===== src/rtl/m68k_assoc_cache_controller.sv =====
// 2-way set-associative write-through cache controller between a TG68 bus and an SDRAM controller.
// Define WRITE_HIT_UPDATE_EN to update cached data on write hits; otherwise a write hit invalidates the line.
module m68k_assoc_cache_controller #(
    parameter int INDEX_BITS      = 5,
    parameter int LINE_WORDS_LOG2 = 3,
    localparam int OFF            = LINE_WORDS_LOG2 + 1,
    localparam int TAG_W          = 32 - OFF - INDEX_BITS
) (
    input  logic                       Clock,
    input  logic                       Reset_H,
    input  logic                       Flush_H,
    input  logic                       AS_L,
    input  logic                       UDS_L,
    input  logic                       LDS_L,
    input  logic                       WE_L,
    input  logic                       DramSelect68k_H,
    input  logic [31:0]                AddressBusInFrom68k,
    input  logic [15:0]                DataBusInFrom68k,
    output logic [15:0]                DataBusOutTo68k,
    output logic                       DtackTo68k_L,
    input  logic                       DtackFromDram_L,
    input  logic                       CAS_Dram_L,
    input  logic                       RAS_Dram_L,
    input  logic [15:0]                DataBusInFromDram,
    output logic [31:0]                AddressBusOutToDramController,
    output logic                       UDS_DramController_L,
    output logic                       LDS_DramController_L,
    output logic                       WE_DramController_L,
    output logic                       DramSelectFromCache_L,
    output logic [INDEX_BITS-1:0]      Index,
    output logic [LINE_WORDS_LOG2-1:0] WordAddress,
    output logic [TAG_W-1:0]           TagDataOut,
    input  logic [2*TAG_W-1:0]         TagIn,
    input  logic [1:0]                 ValidIn,
    input  logic [31:0]                DataInFromCache,
    output logic [1:0]                 TagCache_WE_L,
    output logic [1:0]                 ValidBit_WE_L,
    output logic                       ValidBitOut_H,
    output logic [1:0]                 DataCache_WE_L,
    output logic [1:0]                 DataByteEn_H,
    output logic [15:0]                DataBusOutToCache,
    output logic [3:0]                 CacheState
);

    localparam int SETS       = 1 << INDEX_BITS;
    localparam int LINE_WORDS = 1 << LINE_WORDS_LOG2;

    typedef enum logic [3:0] {
        S_INVALIDATE = 4'd0,
        S_IDLE       = 4'd1,
        S_CHECK_HIT  = 4'd2,
        S_HIT_WAIT   = 4'd3,
        S_FILL_START = 4'd4,
        S_CAS1       = 4'd5,
        S_CAS2       = 4'd6,
        S_BURST_FILL = 4'd7,
        S_END_FILL   = 4'd8,
        S_WRITE_DRAM = 4'd9
    } state_t;

    state_t                  state_q, state_d;
    logic [15:0]             cnt_q, cnt_d;
    logic                    way_q, way_d;
    logic                    lru_q [SETS];
    logic                    lru_we, lru_val;
    logic [INDEX_BITS-1:0]   lru_idx;

    logic [TAG_W-1:0]           tag_a;
    logic [INDEX_BITS-1:0]      set_a;
    logic [LINE_WORDS_LOG2-1:0] word_a;
    logic                       hit0, hit1, hit, hit_way;

    assign tag_a   = AddressBusInFrom68k[31:OFF+INDEX_BITS];
    assign set_a   = AddressBusInFrom68k[OFF+INDEX_BITS-1:OFF];
    assign word_a  = AddressBusInFrom68k[OFF-1:1];
    assign hit0    = ValidIn[0] && (TagIn[TAG_W-1:0] == tag_a);
    assign hit1    = ValidIn[1] && (TagIn[2*TAG_W-1:TAG_W] == tag_a);
    assign hit     = hit0 || hit1;
    assign hit_way = ~hit0;

    assign CacheState = state_q;

    // way_q holds the hit way through HIT_WAIT and the victim way through a fill
    always_ff @(posedge Clock) begin
        if (Reset_H) begin
            state_q <= S_INVALIDATE;
            cnt_q   <= '0;
            way_q   <= 1'b0;
        end else begin
            state_q <= state_d;
            cnt_q   <= cnt_d;
            way_q   <= way_d;
            if (lru_we) lru_q[lru_idx] <= lru_val;
        end
    end

    always_comb begin
        state_d = state_q;
        cnt_d   = cnt_q + 16'd1;
        way_d   = way_q;
        lru_we  = 1'b0;
        lru_idx = set_a;
        lru_val = 1'b0;

        DataBusOutTo68k               = '0;
        DtackTo68k_L                  = 1'b1;
        AddressBusOutToDramController = {AddressBusInFrom68k[31:OFF], {OFF{1'b0}}};
        UDS_DramController_L          = UDS_L;
        LDS_DramController_L          = LDS_L;
        WE_DramController_L           = WE_L;
        DramSelectFromCache_L         = 1'b1;
        Index                         = set_a;
        WordAddress                   = word_a;
        TagDataOut                    = tag_a;
        TagCache_WE_L                 = '1;
        ValidBit_WE_L                 = '1;
        ValidBitOut_H                 = 1'b0;
        DataCache_WE_L                = '1;
        DataByteEn_H                  = '0;
        DataBusOutToCache             = DataBusInFrom68k;

        if (!Reset_H) begin
            case (state_q)
                S_INVALIDATE: begin
                    Index         = cnt_q[INDEX_BITS-1:0];
                    ValidBit_WE_L = '0;
                    lru_we        = 1'b1;
                    lru_idx       = cnt_q[INDEX_BITS-1:0];
                    if (cnt_q == 16'(SETS - 1)) state_d = S_IDLE;
                end
                S_IDLE: begin
                    if (Flush_H && AS_L) begin
                        cnt_d   = '0;
                        state_d = S_INVALIDATE;
                    end else if (!AS_L && DramSelect68k_H) begin
                        if (WE_L) begin
                            state_d = S_CHECK_HIT;
                        end else if (!UDS_L || !LDS_L) begin
                            if (hit) begin
`ifdef WRITE_HIT_UPDATE_EN
                                DataCache_WE_L[hit_way] = 1'b0;
                                DataByteEn_H            = {~UDS_L, ~LDS_L};
                                lru_we                  = 1'b1;
                                lru_val                 = ~hit_way;
`else
                                ValidBit_WE_L[hit_way]  = 1'b0;
`endif
                            end
                            DramSelectFromCache_L = 1'b0;
                            state_d               = S_WRITE_DRAM;
                        end
                    end
                end
                S_WRITE_DRAM: begin
                    AddressBusOutToDramController = AddressBusInFrom68k;
                    DramSelectFromCache_L         = 1'b0;
                    DtackTo68k_L                  = DtackFromDram_L;
                    if (AS_L || !DramSelect68k_H) state_d = S_IDLE;
                end
                S_CHECK_HIT: begin
                    if (hit) begin
                        DataBusOutTo68k = hit_way ? DataInFromCache[31:16] : DataInFromCache[15:0];
                        DtackTo68k_L    = 1'b0;
                        lru_we          = 1'b1;
                        lru_val         = ~hit_way;
                        way_d           = hit_way;
                        state_d         = S_HIT_WAIT;
                    end else begin
                        way_d                 = !ValidIn[0] ? 1'b0 : (!ValidIn[1] ? 1'b1 : lru_q[set_a]);
                        DramSelectFromCache_L = 1'b0;
                        state_d               = S_FILL_START;
                    end
                end
                S_HIT_WAIT: begin
                    DataBusOutTo68k = way_q ? DataInFromCache[31:16] : DataInFromCache[15:0];
                    if (AS_L) state_d = S_IDLE;
                    else      DtackTo68k_L = 1'b0;
                end
                S_FILL_START, S_CAS1, S_CAS2, S_BURST_FILL: begin
                    DramSelectFromCache_L = 1'b0;
                    UDS_DramController_L  = 1'b0;
                    LDS_DramController_L  = 1'b0;
                    case (state_q)
                        S_FILL_START: begin
                            TagCache_WE_L[way_q] = 1'b0;
                            ValidBit_WE_L[way_q] = 1'b0;
                            ValidBitOut_H        = 1'b1;
                            // RAS low with CAS low is a refresh cycle, not our burst
                            if (!CAS_Dram_L && RAS_Dram_L) state_d = S_CAS1;
                        end
                        S_CAS1: state_d = S_CAS2;
                        S_CAS2: begin
                            cnt_d   = '0;
                            state_d = S_BURST_FILL;
                        end
                        default: begin
                            if (cnt_q < 16'(LINE_WORDS)) begin
                                WordAddress           = cnt_q[LINE_WORDS_LOG2-1:0];
                                DataCache_WE_L[way_q] = 1'b0;
                                DataByteEn_H          = 2'b11;
                                DataBusOutToCache     = DataBusInFromDram;
                            end else begin
                                lru_we  = 1'b1;
                                lru_val = ~way_q;
                                state_d = S_END_FILL;
                            end
                        end
                    endcase
                end
                S_END_FILL: begin
                    DataBusOutTo68k = way_q ? DataInFromCache[31:16] : DataInFromCache[15:0];
                    DtackTo68k_L    = 1'b0;
                    if (AS_L || !DramSelect68k_H) state_d = S_IDLE;
                end
                default: state_d = S_IDLE;
            endcase
        end
    end

endmodule


===== config.mk =====
export PLATFORM = sky130hd
export DESIGN_NAME = m68k_assoc_cache_controller
export DESIGN_NICKNAME = d
export VERILOG_FILES = /design/src/rtl/m68k_assoc_cache_controller.sv
export SDC_FILE = /design/constraint.sdc
export NUM_CORES = 1
export LEC_CHECK = 0
export CELL_PAD_IN_SITES_DETAIL_PLACEMENT = 0
export CELL_PAD_IN_SITES_GLOBAL_PLACEMENT = 1
export CORE_MARGIN = 4
export CORE_UTILIZATION = 30
export CTS_CLUSTER_DIAMETER = 100
export CTS_CLUSTER_SIZE = 14
export DETAILED_ROUTE_END_ITERATION = 10
export PLACE_DENSITY = 0.9
export SLEW_MARGIN = 25
export SYNTH_ARGS = -nofsm -noshare
export SYNTH_HDL_FRONTEND = slang
export SYNTH_SLANG_ARGS = --single-unit

===== constraint.sdc =====
create_clock -name Clock -period 4.8 [get_ports Clock]
set_input_delay 0.72 -clock Clock [delete_from_list [all_inputs] [get_ports Clock]]
set_output_delay 0.72 -clock Clock [all_outputs]
set_load 0.05 [all_outputs]

Yosys cells after proc, flatten, opt, wreduce, memory -nomap -nowiden. Memory sizes are Yosys's and may differ from the RTL's. Index checks and enable logic that the tools add are counted.

Register bits: 21. RAM bits: 32. Input port bits: 155. Memories: 1.

Memories: lru_q (depth 32, bits a word 1, rd ports 1, clocked after Yosys merged registers in 0, write ports 1, RTL line 64) `logic lru_q [SETS];`.

$add $sub $neg: 1. Magnitude comparators: 5. Eq/ne operators: 19. Mux-type cells: 87. Bitwise gates (word level): 4. Reductions and logical operators: 22.

Operators with widths (number): 2-to-1 mux 16 bit (10); one-hot mux 16 bit (2 select lines) (2); == test 23 bit (2); 2-to-1 mux 4 bit (11); 2-to-1 mux 2 bit (17); 2-to-1 mux 1 bit (31); one-hot mux 4 bit (6 select lines) (1); adder 16 x 1 -> 16 bit (second input constant) (1); == test 16 x 5 -> 1 bit (second input constant) (1); == test 4 x 3 -> 1 bit (second input constant) (4); less-than comparator 16 x 4 -> 1 bit (second input constant) (1); 2-to-1 mux 3 bit (5); one-hot mux 4 bit (3 select lines) (1); 2-to-1 mux 5 bit (2); == test 4 x 2 -> 1 bit (second input constant) (2); == test 4 bit (second input constant) (2); logical AND 1 bit (7); AND reduction 7 bit (1); inequality test 3 bit (second input constant) (2); one-hot mux 1 bit (3 select lines) (2); one-hot mux 2 bit (3 select lines) (1); zero test 1 bit (5); inequality test 5 bit (second input constant) (1); OR reduction 5 bit (1); 16 further kinds (25).

Depth between registers and ports, before layout.
Depth in word-level cells: 15. Gate-level depth with buffers: 9. Mapped depth without buffers: 7.

Least setup slack after synthesis. OpenSTA, ideal clock, no wires.

Path kind: register to output. From: register state_q[2], in the netlist CacheState[2]. To: output port TagCache_WE_L[1]. Data arrival time: 3.650 ns. Required time: 4.080 ns. Setup slack: 0.430 ns. Cell stages (with the launch flop): 6. Buffers on the path: 2. Path through: dfxtp_1 > buf_6 > clkbuf_1 > nand2b_1 > nor4_1 > nand2_1.

Longest elaborated chain between the ends: 4.

RTL lines: start, declared (RTL line 61) `state_t state_q, state_d;`; start signal, assigned (RTL line 90) `state_q <= state_d;`; == test 4 x 3 -> 1 bit (on tied branches) (RTL line 123, 183); OR reduction 4 bit / 2-to-1 mux 2 bit (equally long branches) (RTL line 123, 183); 2-to-1 mux 2 bit * (RTL line 123) `case (state_q)`; 2-to-1 mux 2 bit * (RTL line 122) `if (!Reset_H) begin`; end, declared (RTL line 36) `output logic [1:0] TagCache_WE_L,`.

Every way passes the cells marked *; elsewhere a longest branch is shown, timed or not.

Worst setup path in the final report.
From: input port AddressBusInFrom68k[27]. To: output port DtackTo68k_L.

Longest elaborated chain between the ends: 6.

RTL lines: start, declared (RTL line 17) `input logic [31:0] AddressBusInFrom68k,`; == test 23 bit (on tied branches) (RTL line 76, 77); logical AND 1 bit (on tied branches) (RTL line 76, 77); logical OR 1 bit * (RTL line 78) `assign hit = hit0 || hit1;`; 2-to-1 mux 1 bit * (RTL line 161) `if (hit) begin`; one-hot mux 1 bit (4 select lines) * (RTL line 123); 2-to-1 mux 1 bit * (RTL line 122); end, declared (RTL line 20) `output logic DtackTo68k_L,`.

Marked as above.

==> flow_summary.yaml <==
floorplan:
  die_w_um: 133
  rows: 45
  start_util: 0.307
  die_area_um2: 17700
  ios: 268
  core_um2: 15300
  die_h_um: 133
route:
  vias: 4651
  viasPerCell: 5.09
  wl_per_cell_um: 18.3
  drtIter0Drc: 362
  drc_errors: 0
  drt_wl_total_mm: 16.7
  drtPass1Iterations: 5
  antenna_left: 0
critical_path:
  start_kind: "input pin"
  cp-end-kind: "output port"
  crit_required_ps: 4080
  r2r_slack_ps: 1760
  r2r_cells: 6
  r2r_start: "CacheState[1]$_SDFFE_PP0P_"
  worstReg2RegEnd: "lru_q[3]$_DFFE_PP_"
  setup.worst_path.class: "input pin to output port"
  cp_max_fo: 6
  crit_arrival_ps: 3600
place:
  port-buffer-count: 267
  gp_congestion: 0.814
  post_dp_cell_area_um2: 7250
  place_hpwl_mm: 13.7
  placed_cells: 905
synthesis:
  ys_ff_latch: 53
  syn_area_per_cell_um2: 9.27
  syn-num-nets: 662
  yosysUniqueCellTypes: 66
  synthCells: 506
  yosysWarnings: 0
  synth_edf_count: 32
  syn-cell-area_um2: 4690
  ys.flop_type: "edfxtp_1"
  async_flop_share: 0
  yosysSeqAreaShare: 0.295
worst_hold_path:
  whs_endpoint: "cnt_q[11]$_SDFF_PP0_"
  worstHoldStart: "cnt_q[11]$_SDFF_PP0_"
  hold_class: "flop to flop"
  hold_depth: 2
sta:
  hold_viol: 0
  fin_crit_sh: 0.899
  slew_violations: 0
  setup_violations: 0
  rsz0062_at_grt: "false"
  slew_headroom: 0.543
  worst_pin_slew_ps: 683
  setup_tns_ps: 0
  period_needed_ps: 4320
  clock.fmax_mhz: 232
  worst_clock_skew_ps: 6.08
grt:
  grt_pass1_vias: 4660
  antenna_found_initial: 0
  grt_usage: 0.177
  grt_pass1_wl_mm: 25.3
  grt_max_degree: 35
  grt_overflow: 0
final_layout:
  area_growth_pct: 57.7
  drive_above_1_share: 0.135
  seq_area_um2: 1380
  design_area_um2: 7400
  nets: 857
  stdcell_count: 913
  antenna_cells: 0
  multi_input_comb_area_um2: 2720
  fillers: 1425
pwr:
  power.density_nw_per_um2: 281
  vdd_drop_max_uv: 167
  leakage_uw: 0.00263
clocking:
  root_buffer: "clkbuf_16"
  cts_tree: "built"
  cts_made_buffers: 5
  htree_levels: 2
  cts_resized: 0
  holdBufCountCts: 0
  clk_pin_slew_ps: 70
  clock_sinks: 53
  postCtsSetupRepairBufs: 0
  cts_buffer_depth: 2
  worst_skew_pair.late_latency_ps: 290
run:
  cap_violations: 0
outcome:
  status: "finished, final reports clean"
==> flip-flops by register name, summed over array words and instances (netlist names) <==
signal / count
cnt_q: 16
way_q: 1
CacheState: 4
lru_q: 32
==> final cells by class <==
type,count,area share
inverters,3,0.00152
repair buffers,275,0.390
well taps,211,0.0357
multi-input cells,363,0.367
flip-flops and latches,53,0.187
clock buffers,5,0.0169
clock inverters,3,0.00237
==> metrics by stage <==
step	utilization	hold slack, ps	setup slack (ps)	power [uW]
after detailed placement	0.475	537	503	1730
after global routing	0.485	581	316	2190
after global placement	0.475	497	541	1720
after floorplan	-	481	430	1340
final	0.485	555	483	2080
after CTS	0.485	557	493	2080
==> power breakdown <==
group	switching [uW]	leakage, uW	internal, uW
Combinational	705	0.00205	445
Sequential	78.4	0.000517	502
Clock	158	0.0000658	191
==> cell usage in the layout (no fill, tap or decap), drive strengths merged, types with 6 or more instances in the layout <==
cell type and instances:
mux2 26, a211oi 25, a32o 16, nand2b 13, nor4 16, xnor2 24, dfxtp 21, mux4 6
nand2 30, o21ai 11, xor2 38, buf 28, a21oi 18, nor2 34, nand3 18, clkdlybuf4s50 247
and2 8, nand4 15, edfxtp 32
==> per-layer routing <==
layer | vias to the layer above | part of all wire | track usage
met4 | 0 | 0.012 | 0.0300
met1 | 2214 | 0.41 | 0.218
met5 | - | 0 | 0
met3 | 14 | 0.071 | 0.0373
li1 | 2221 | - | -
met2 | 202 | 0.51 | 0.319
==> how the worst max path moves through the flow <==
stage / slack (ps) / from / depth (start not counted) / end
6_report: 480 / AddressBusInFrom68k[27] / 8 / DtackTo68k_L
5_1_grt: 320 / AddressBusInFrom68k[15] / 8 / DtackTo68k_L
4_1_cts: 490 / AddressBusInFrom68k[15] / 8 / DtackTo68k_L
3_5_place_dp: 500 / AddressBusInFrom68k[15] / 8 / DtackTo68k_L
3_3_place_gp: 540 / AddressBusInFrom68k[15] / 8 / DtackTo68k_L
2_1_floorplan: 430 / CacheState[2]$_SDFFE_PP0P_ / 5 / TagCache_WE_L[1]
==> critical path, stage by stage <==
cell and delay (ps):
clkdlybuf4s50_1 520, xnor2_1 310, nand4_1 130, nor4_1 340, and3_1 330, nor3_1 110
or4_1 410, clkdlybuf4s50_1 730
==> cell families (layout without fill, tap and decap cells) <==
| logic type | after synthesis | in the layout | share of synthesized area |
|---|---|---|---|
| simple gates | 173 | 173 | 0.207 |
| compound gates | 91 | 91 | 0.150 |
| buf+inv | 90 | 286 | 0.130 |
| xor+xnor | 62 | 62 | 0.116 |
| flops | 53 | 53 | 0.295 |
| mux | 36 | 36 | 0.101 |
| fa+ha+maj | 1 | 1 | 0.00267 |
==> synthesized netlist by cell type, types with 4 or more instances <==
| master | number | share of area |
|---|---|---|
| a32o_2 | 16 | 0.038 |
| nor3_1 | 5 | 0.0053 |
| buf_2 | 11 | 0.012 |
| nand3_1 | 18 | 0.019 |
| dfxtp_1 | 21 | 0.090 |
| nor2_1 | 34 | 0.027 |
| a21oi_1 | 17 | 0.018 |
| xor2_1 | 38 | 0.071 |
| a211oi_1 | 25 | 0.040 |
| xnor2_1 | 24 | 0.045 |
| o21ai_1 | 6 | 0.0064 |
| mux4_2 | 6 | 0.029 |
| and2_1 | 8 | 0.011 |
| nor2b_1 | 4 | 0.0053 |
| nand4_1 | 15 | 0.020 |
| mux2_2 | 22 | 0.053 |
| buf_4 | 57 | 0.091 |
| a31oi_1 | 5 | 0.0067 |
| edfxtp_1 | 32 | 0.20 |
| mux2i_1 | 4 | 0.0085 |
| nand2b_1 | 13 | 0.017 |
| clkbuf_1 | 12 | 0.0096 |
| o21ai_0 | 5 | 0.0053 |
| nand2_1 | 30 | 0.024 |
| nor4_1 | 15 | 0.020 |
Power figures use the tool's default switching activity.
==> RTL change, RTL diff (config.mk and constraints unchanged) <==
Add a define of `WRITE_HIT_UPDATE_EN`.
--- a/src/rtl/m68k_assoc_cache_controller.sv
+++ b/src/rtl/m68k_assoc_cache_controller.sv
@@ -1,5 +1,7 @@
 // 2-way set-associative write-through cache controller between a TG68 bus and an SDRAM controller.
 // Define WRITE_HIT_UPDATE_EN to update cached data on write hits; otherwise a write hit invalidates the line.
+`define WRITE_HIT_UPDATE_EN
+
 module m68k_assoc_cache_controller #(
     parameter int INDEX_BITS      = 5,
     parameter int LINE_WORDS_LOG2 = 3,
Check against the original RTL: no difference found for any inputs over 4 cycles, from zero or initial values and one cycle with Reset_H high; that may be too few to reach the edited logic, so the function may still have changed.
==> RTL change against the unedited design <==
- fmax down 2.1%
- sequential cell count unchanged
- cell area down 2.6%
- combinational power down 8%
- critical path type unchanged
- synthesized area down 4.2%
- utilization up 0.92 points
- worst setup slack worse by 0.093 ns
- total power down 2.4%
- sequential share of layout area up 0.49 points
- wire length down 0.53%
- critical path depth up 1
- largest cell class unchanged
- clock power up 14%
- synthesized cell count down 0.99%
- critical endpoint is now DataBusOutTo68k[3]
- non-clock buffer count down 2
==> RTL change: results (changes against the unedited design) <==
status=finished clean; multi-input logic cell count=357 (-1.7%); area post-placement=0.00703 mm^2 (-3.0%); Cell variety after synth=58 (-12%); # fillers=1,312 (-7.9%); Pwr Total=2.03 mW (-2.4%); CP Max Fanout=16 (+10); most frequent cells after synthesis=53 x buf_4, 41 x xor2_1, 38 x nor2_1, 32 x edfxtp_1, 31 x nand2_1; fraction of area in clock buffers and inverters=2.34% (+0.42 points); Worst IR Drop VDD=0.173 mV (+4.1%); Avg WL per Cell=18.7 um (+2.5%); worst path arrival time=3.69 ns (+0.09 ns); Worst Max-Slew Pin Slew=0.691 ns (+0.00864 ns); worst reg2reg path endpoint=lru_q[12]$_DFFE_PP_; Leakage Power=2.64 nW (+0.30%); post-synthesis mux area share=10.1% (+0.047 points); Post-Route WL=16.6 mm (-0.53%); top cells by area, synth=edfxtp_1 21%, dfxtp_1 9.4%, buf_4 8.9%, xor2_1 8.0%, xnor2_1 3.9%; Fin Hold WS=0.553 ns (-0.00168 ns); min-delay src=cnt_q[15]$_SDFF_PP0_; sequential fraction of the synthesis area=30.7% (+1.3 points); Post-Place Setup Slack=0.395 ns (-0.108 ns); placed cells=878 (-3.0%); post-synthesis xor/xnor area fraction=11.9% (+0.31 points); Worst Skew=0.00800 ns (+0.00192 ns); routed vias/inst=5.06 (-0.67%); Hold Crit Endpoint=cnt_q[15]$_SDFF_PP0_; DP HPWL=13.7 mm (about the same); pwr dens=282 mW/mm^2 (+0.21%); Reg-to-Reg Start=CacheState[0]$_SDFFE_PP0P_; reg-to-reg slack, setup=1.87 ns (+0.11 ns); first-pass GRT wire length=23.9 mm (-5.2%); syn_nets=657 (-0.76%); GPL Wtd Cong=0.883 (+8.5%); compound-cell area share of the yosys netlist=13.1% (-1.9 points); Iter 0 DRT Violations=361 (-0.28%); Mean Syn Cell Area=8.97 um^2 (-3.2%); FF-to-FF path depth=7 (+1); Synth Area in Adders=0.278% (+0.012 points); Logic inverters=11 (+8)
-- RTL change: changes by cell type after synthesis, moves of 5 or more --
cell	delta
nor3_1	+22
a22o_1	+16
a32o_2	-16
mux2_2	-13
a211oi_1	-9
mux2_4	+9
inv_1	+8
nand3_1	+8
nand4_1	-8
nand2b_1	-7
mux2i_1	+5
o21ai_1	-5
-- RTL change: cell families after synthesis --
logic type | count (synthesis)
compound gates | 79
flops | 53
mux | 33
buf+inv | 91
xor+xnor | 61
simple gates | 183
fa+ha+maj | 1
-- RTL change: routing by layer --
metal,up-vias,wire length (um),global-route usage (%)
li1,2167,-,-
met1,2102,6170,20.9
met2,196,8730,33.2
met3,18,1400,3.90
met4,0,303,4.48
met5,-,0,0
-- RTL change: how the worst max path moves through the flow --
| stage | startpoint | depth (start not counted) | to | slack (ns) |
|---|---|---|---|---|
| finish | AddressBusInFrom68k[29] | 9 | DataBusOutTo68k[3] | 0.39 |
| global route | AddressBusInFrom68k[30] | 9 | DataBusOutTo68k[3] | 0.26 |
| CTS | AddressBusInFrom68k[29] | 9 | DataBusOutTo68k[3] | 0.39 |
| detailed placement | AddressBusInFrom68k[29] | 9 | DataBusOutTo68k[3] | 0.40 |
| global placement | AddressBusInFrom68k[24] | 9 | DataCache_WE_L[1] | 0.43 |
| floorplan | TagIn[12] | 8 | DramSelectFromCache_L | 0.41 |
-- RTL change: critical path, stage by stage --
cell and delay (ns):
clkdlybuf4s50_1 0.50, xor2_1 0.20, nor4_1 0.37, nand4_1 0.15
or3_1 0.49, nand2b_4 0.22, o31ai_4 0.54, a22o_1 0.32
buf_12 0.16
-- RTL change: report_power, final --
part | internal [mW] | leakage, nW | switching [mW]
Sequential | 0.501 | 0.522 | 0.0719
Clock | 0.242 | 0.0853 | 0.155
Combinational | 0.396 | 2.03 | 0.664
